$ cat config.mk
export PLATFORM = sky130hd
export DESIGN_NAME = ser_2_par_collector_flat
export DESIGN_NICKNAME = d
export VERILOG_FILES = /design/src/rtl/ser_2_par_collector_if.sv /design/src/rtl/ser_2_par_collector.sv /design/src/flat_wrapper.sv
export SDC_FILE = /design/constraint.sdc
export NUM_CORES = 1
export LEC_CHECK = 0
export CORE_MARGIN = 2
export CORE_UTILIZATION = 57
export CTS_CLUSTER_SIZE = 40
export DETAILED_ROUTE_END_ITERATION = 6
export GPL_TIMING_DRIVEN = 1
export PLACE_DENSITY = 0.79
export SKIP_LAST_GASP = 1
export SLEW_MARGIN = 0
export SYNTH_ARGS = -nofsm -noshare
export SYNTH_HDL_FRONTEND = slang
export SYNTH_SLANG_ARGS = --single-unit
export TNS_END_PERCENT = 20
$ cat constraint.sdc
create_clock -name clk -period 3 [get_ports clk]
set_input_delay 0.9 -clock clk [delete_from_list [all_inputs] [get_ports clk]]
set_output_delay 0.9 -clock clk [all_outputs]
set_load 0.05 [all_outputs]
$ cat src/rtl/ser_2_par_collector_if.sv
// ----------------------------------------------------------------------------
// ser_2_par_collector_if
//   Bundles the serial input side and the word output side of the
//   serial-to-parallel collector.
//
//   Signals:
//     sin         serial data bit, LSB first
//     sin_start   marks the cycle that carries bit 0 of a new word
//     dout        head-of-queue word (0 when dout_valid is low)
//     dout_valid  head of queue holds a word
//     dout_ready  consumer accepts the head word
//     frame_err   one-cycle pulse: partial word discarded by a new start
//     overflow    one-cycle pulse: completed word dropped, queue full
//
//   Modports:
//     master  the environment: drives the serial stream and dout_ready
//     slave   the collector: drives the word, valid and the flags
// ----------------------------------------------------------------------------
interface ser_2_par_collector_if #(
    parameter int DATA_WIDTH = 4
);
    logic                  sin;
    logic                  sin_start;
    logic [DATA_WIDTH-1:0] dout;
    logic                  dout_valid;
    logic                  dout_ready;
    logic                  frame_err;
    logic                  overflow;

    modport master (
        output sin, sin_start, dout_ready,
        input  dout, dout_valid, frame_err, overflow
    );

    modport slave (
        input  sin, sin_start, dout_ready,
        output dout, dout_valid, frame_err, overflow
    );
endinterface

$ cat src/rtl/ser_2_par_collector.sv
// ----------------------------------------------------------------------------
// ser_2_par_collector
//   Reassembles DATA_WIDTH-bit words from an LSB-first serial stream framed by
//   sin_start, buffers completed words in a 2-entry FIFO and presents them on
//   a valid/ready handshake.
//
//   Ports:
//     clk    rising-edge clock
//     reset  asynchronous, active-high reset
//     bus    ser_2_par_collector_if.slave (sin, sin_start, dout_ready in;
//            dout, dout_valid, frame_err, overflow out)
//
//   dout/dout_valid/frame_err/overflow are all flops; dout_ready only reaches
//   them through the queue next-state logic.
// ----------------------------------------------------------------------------
module ser_2_par_collector #(
    parameter int DATA_WIDTH = 4
) (
    input  logic                    clk,
    input  logic                    reset,
    ser_2_par_collector_if.slave    bus
);

    localparam int                CNT_W = $clog2(DATA_WIDTH);
    localparam logic [CNT_W-1:0]  LAST  = CNT_W'(DATA_WIDTH - 1);

    typedef enum logic {
        IDLE    = 1'b0,
        COLLECT = 1'b1
    } state_t;

    // collector state
    state_t                 state_q;
    logic [CNT_W-1:0]       cnt_q;
    logic [DATA_WIDTH-1:0]  shift_q;
    logic                   frame_err_q;
    logic                   overflow_q;

    // output queue: entry 0 is always the head
    logic [1:0][DATA_WIDTH-1:0] mem_q, mem_d;
    logic [1:0]                 occ_q, occ_d;
    logic [DATA_WIDTH-1:0]      dout_q;
    logic                       dout_valid_q;

    logic                       pop;
    logic                       word_done;
    logic                       push_ok;
    logic                       drop;
    logic [DATA_WIDTH-1:0]      done_word;

    // ------------------------------------------------------------------
    // Word completion: the last bit is merged combinationally so the full
    // word can be pushed on the same edge that samples it.
    // ------------------------------------------------------------------
    always_comb begin
        pop       = (occ_q != 2'd0) && bus.dout_ready;
        word_done = (state_q == COLLECT) && !bus.sin_start && (cnt_q == LAST);
        done_word = shift_q | (DATA_WIDTH'(bus.sin) << cnt_q);
        // A full queue still takes the word if the head leaves this cycle.
        push_ok   = word_done && ((occ_q != 2'd2) || pop);
        drop      = word_done && (occ_q == 2'd2) && !pop;
    end

    // ------------------------------------------------------------------
    // Queue next state
    // ------------------------------------------------------------------
    always_comb begin
        mem_d = mem_q;
        occ_d = occ_q;
        case ({push_ok, pop})
            2'b10: begin
                // occupancy 0 -> slot 0, occupancy 1 -> slot 1
                mem_d[occ_q[0]] = done_word;
                occ_d           = occ_q + 2'd1;
            end
            2'b01: begin
                mem_d[0] = mem_q[1];
                occ_d    = occ_q - 2'd1;
            end
            2'b11: begin
                // occupancy unchanged; the new word goes behind whatever
                // remains after the head leaves
                if (occ_q == 2'd1) begin
                    mem_d[0] = done_word;
                end else begin
                    mem_d[0] = mem_q[1];
                    mem_d[1] = done_word;
                end
            end
            default: ;
        endcase
    end

    always_ff @(posedge clk or posedge reset) begin
        if (reset) begin
            mem_q        <= '0;
            occ_q        <= 2'd0;
            dout_q       <= '0;
            dout_valid_q <= 1'b0;
        end else begin
            mem_q        <= mem_d;
            occ_q        <= occ_d;
            // outputs registered from the next queue state so they line up
            // with occ_q/mem_q and read 0 when empty
            dout_q       <= (occ_d != 2'd0) ? mem_d[0] : '0;
            dout_valid_q <= (occ_d != 2'd0);
        end
    end

    // ------------------------------------------------------------------
    // Collector FSM with registered flag outputs
    // ------------------------------------------------------------------
    always_ff @(posedge clk or posedge reset) begin
        if (reset) begin
            state_q     <= IDLE;
            cnt_q       <= '0;
            shift_q     <= '0;
            frame_err_q <= 1'b0;
            overflow_q  <= 1'b0;
        end else begin
            frame_err_q <= 1'b0;
            overflow_q  <= drop;
            case (state_q)
                IDLE: begin
                    if (bus.sin_start) begin
                        shift_q <= DATA_WIDTH'(bus.sin);
                        cnt_q   <= CNT_W'(1);
                        state_q <= COLLECT;
                    end
                end
                COLLECT: begin
                    if (bus.sin_start) begin
                        // restart wins even on the last-bit cycle
                        shift_q     <= DATA_WIDTH'(bus.sin);
                        cnt_q       <= CNT_W'(1);
                        frame_err_q <= 1'b1;
                    end else if (cnt_q == LAST) begin
                        shift_q <= '0;
                        cnt_q   <= '0;
                        state_q <= IDLE;
                    end else begin
                        shift_q[cnt_q] <= bus.sin;
                        cnt_q          <= cnt_q + CNT_W'(1);
                    end
                end
                default: state_q <= IDLE;
            endcase
        end
    end

    assign bus.dout       = dout_q;
    assign bus.dout_valid = dout_valid_q;
    assign bus.frame_err  = frame_err_q;
    assign bus.overflow   = overflow_q;

endmodule
$ cat src/flat_wrapper.sv
// flat-port wrapper written by rule: the top's interface ports become plain ports
module ser_2_par_collector_flat 
#(
    parameter int DATA_WIDTH = 4
)
  (clk, reset, bus_sin, bus_sin_start, bus_dout_ready, bus_dout, bus_dout_valid, bus_frame_err, bus_overflow);
  ser_2_par_collector_if #(.DATA_WIDTH(DATA_WIDTH)) bus_i ();
  input  logic clk;
  input  logic reset;
  input wire logic [$bits(bus_i.sin)-1:0] bus_sin;
  input wire logic [$bits(bus_i.sin_start)-1:0] bus_sin_start;
  input wire logic [$bits(bus_i.dout_ready)-1:0] bus_dout_ready;
  output wire logic [$bits(bus_i.dout)-1:0] bus_dout;
  output wire logic [$bits(bus_i.dout_valid)-1:0] bus_dout_valid;
  output wire logic [$bits(bus_i.frame_err)-1:0] bus_frame_err;
  output wire logic [$bits(bus_i.overflow)-1:0] bus_overflow;
  assign bus_i.sin = bus_sin;
  assign bus_i.sin_start = bus_sin_start;
  assign bus_i.dout_ready = bus_dout_ready;
  assign bus_dout = bus_i.dout;
  assign bus_dout_valid = bus_i.dout_valid;
  assign bus_frame_err = bus_i.frame_err;
  assign bus_overflow = bus_i.overflow;
  ser_2_par_collector #(.DATA_WIDTH(DATA_WIDTH)) u_core (.clk(clk), .reset(reset), .bus(bus_i));
endmodule
==> out/results.tsv <==
metric	value	unit
area of all placed cells without fillers	1480	µm²
number of global-route vias before repair	841	
vias per std cell	5.58	
clock transition at the registers of the reported paths	0.13	ns
Max FO, Critical Path	1	
cell family contributing the most delay on the critical path	buffers and inverters	
area growth from synthesis to layout	11.5	%
Post-Route Skew	0.00481	ns
met1 Track Usage GR	28.6	%
buffer levels on the longest clock path	2	
largest vdd supply drop	0.529	mV
met3 global-route usage	3.43	%
Total Nets Final	148	
number of top-level pins	12	
placed inst area	1440	µm²
register bit count reported by yosys	24	
most crowded layer after global routing	met2	
Core Region	2210	µm²
Hold/Removal Path Class	flip-flop to flip-flop	
most frequent standard cell in the layout excluding fill and tap cells	dfrtp_1	
Worst R2R Setup Slack	0.99	ns
Global Route met2 Usage	29.7	%
count of TritonRoute iterations in the first routing pass	4	
syn_nets	135	
top-area cell type share of the netlist area	45.3	%
cells traversed along the worst timing path	clkdlybuf4s50_1	
sequential cell area fraction in the yosys report	45.3	%
number of inserted diodes	0	
final-report max-slew violation count	0	
total wirelength of the detailed-routed design	2.32	mm
kind of critical path	flip-flop to primary output	
initial drt markers	17	
mapped cell area	1330	µm²
Slew HR	65.5	%
quantity of I/O buffers inserted on ports	11	
largest stage delay on the critical path	0.79	ns
routed len/inst	14.2	µm
arrival time of the worst setup path	1.45	ns
Final Cycle Share	78.5	%
number of buffers created by CTS	3	
most frequent cells in the layout	dfrtp_1 (24), clkdlybuf4s50_1 (11), mux2i_1 (10), inv_1 (9), o21ai_0 (9)	
CTS H-tree lvls	1	
final-report hold violation count	0	
cell type of the slowest stage on the worst timing path	clkdlybuf4s50_1	
CTS resizes	0	
floorplan die height	52.2	µm
cell taking the most area after synthesis	dfrtp_1	
final cell utilization of the core	66.9	%
Final TNS setup	0	ns
global routing usage summed across all routing layers	20.1	%
required time of the critical path	2.10	ns
overall die area	2730	µm²
Die Span X	52.2	µm
synth unique cells	39	
worst skew pair latency	0.31	ns
Root Buffer	clkbuf_4	
type of element capturing the critical path	primary output	
Critical Path Source Type	flip-flop	
minimum setup slack in the final design	0.646	ns
maximum number of pins on one net before global-route repair	25	
count of yosys warnings during synthesis	0	
Fmax	425	MHz
standard-cell rows	17	
hold-fix buffers at CTS	0	
total number of vias	909	
post-synthesis area per instance	10.8	µm²
Clock Sinks	24	
count of antenna-violating nets left after detailed routing	0	
wire length of the first global-routing pass	3.96	mm
min cycle time layout	2.35	ns
antenna violations before repair	0	
status	finished, final reports clean	
Max Cap Violations	0	
worst-margin pin slew	0.513	ns
most area-consuming cells after synthesis	dfrtp_1 (45%), mux2i_1 (7.5%), ha_1 (6.6%), o21ai_0 (3.4%), mux2_4 (3.4%)	
RSZ-0062 raised after global routing	no	
Remaining Overflow, GRT	0	
ratio of cells with drive above 1 in the final layout	18.5	%
RePlAce Congestion	0.795	
initial core utilization	60.0	%
worst hold margin	0.537	ns
clock tree from TritonCTS	yes	
number of buffers and inverters on the critical path	1	
Place WS	0.442	ns
DP Wirelength	1.70	mm
number of buffers added for setup after CTS	0	
setup violation total in the final timing report	0	
static leakage	0.000731	µW
synthesized instance count	123	
number of design rule violations left after detail routing	0	
power per cell area	964	nW/µm²
-- registers in the layout, summed over array words and instances, names as in the netlist --
name and cells:
u_core.state_q 1, u_core.cnt_q 2, u_core.bus.frame_err 1, u_core.shift_q 4, u_core.bus.dout_valid 1, u_core.bus.overflow 1, u_core.occ_q 2, u_core.mem_q 8
u_core.bus.dout 4
-- metal layers --
layer / vias to the layer above / wire (µm)
met1: 449 / 1140
met5: - / 0
met4: 0 / 21
met2: 16 / 1070
li1: 442 / -
met3: 2 / 91
-- Yosys cell counts, drive strengths merged --
master,number
and3b,1
o31ai,2
nor2,7
a22o,1
nand2,7
nand3,4
or2b,2
nand2b,1
nor2b,2
o21ba,1
and2b,2
and3,1
nand3b,2
a31o,2
a211oi,1
clkbuf,1
inv,10
ha,7
xnor2,1
o211ai,1
or2,2
a31oi,1
dfrtp,24
a32oi,1
o21ai,10
mux2i,10
or3,1
and2,1
a21oi,8
buf,5
and4bb,1
mux2,3
-- worst paths after layout --
path                                         start              endpoint  cells after the start
worst max-delay path            u_core.bus.dout[2]           bus_dout[2]                      1
worst min register to register   u_core.shift_q[3]     u_core.shift_q[3]                      2
min in group asynchronous                    reset  u_core.bus.frame_err                      3
worst max register to register     u_core.occ_q[0]    u_core.bus.dout[1]                      7
worst min-delay path             u_core.shift_q[3]     u_core.shift_q[3]                      2
max in group asynchronous                    reset       u_core.cnt_q[1]                      3
-- stage by stage --
| step | cells | total power (µW) |
|---|---|---|
| finish | 163 | 1430 |
| global placement | 159 | 1230 |
| floorplan | 123 | 1100 |
| CTS | 163 | 1430 |
| detailed placement | 159 | 1260 |
| global route | 163 | 1530 |
-- power breakdown --
part           switching (µW)  total (µW)  internal [µW]
sequential               87.1         527            440
clock                    97.0         171           74.2
combinational             419         728            309
-- final cells by class --
type	count	area [µm²]
clock buffers	4	36.3
flip-flops and latches	24	601
repair buffers	14	133
fillers	173	733
well taps	28	35.0
inverters	10	37.5
multi-input cells	83	637
-- logic make-up after synthesis --
group / share of synthesized area [%]
muxes: 10.9
adders and majority gates: 6.60
buffers and inverters: 6.70
and+or+nand+nor: 15.8
xor gates and xnor gates: 0.660
DFF: 45.3
AOI/OAI and AO/OA: 14.1
Power figures use the tool's default switching activity.
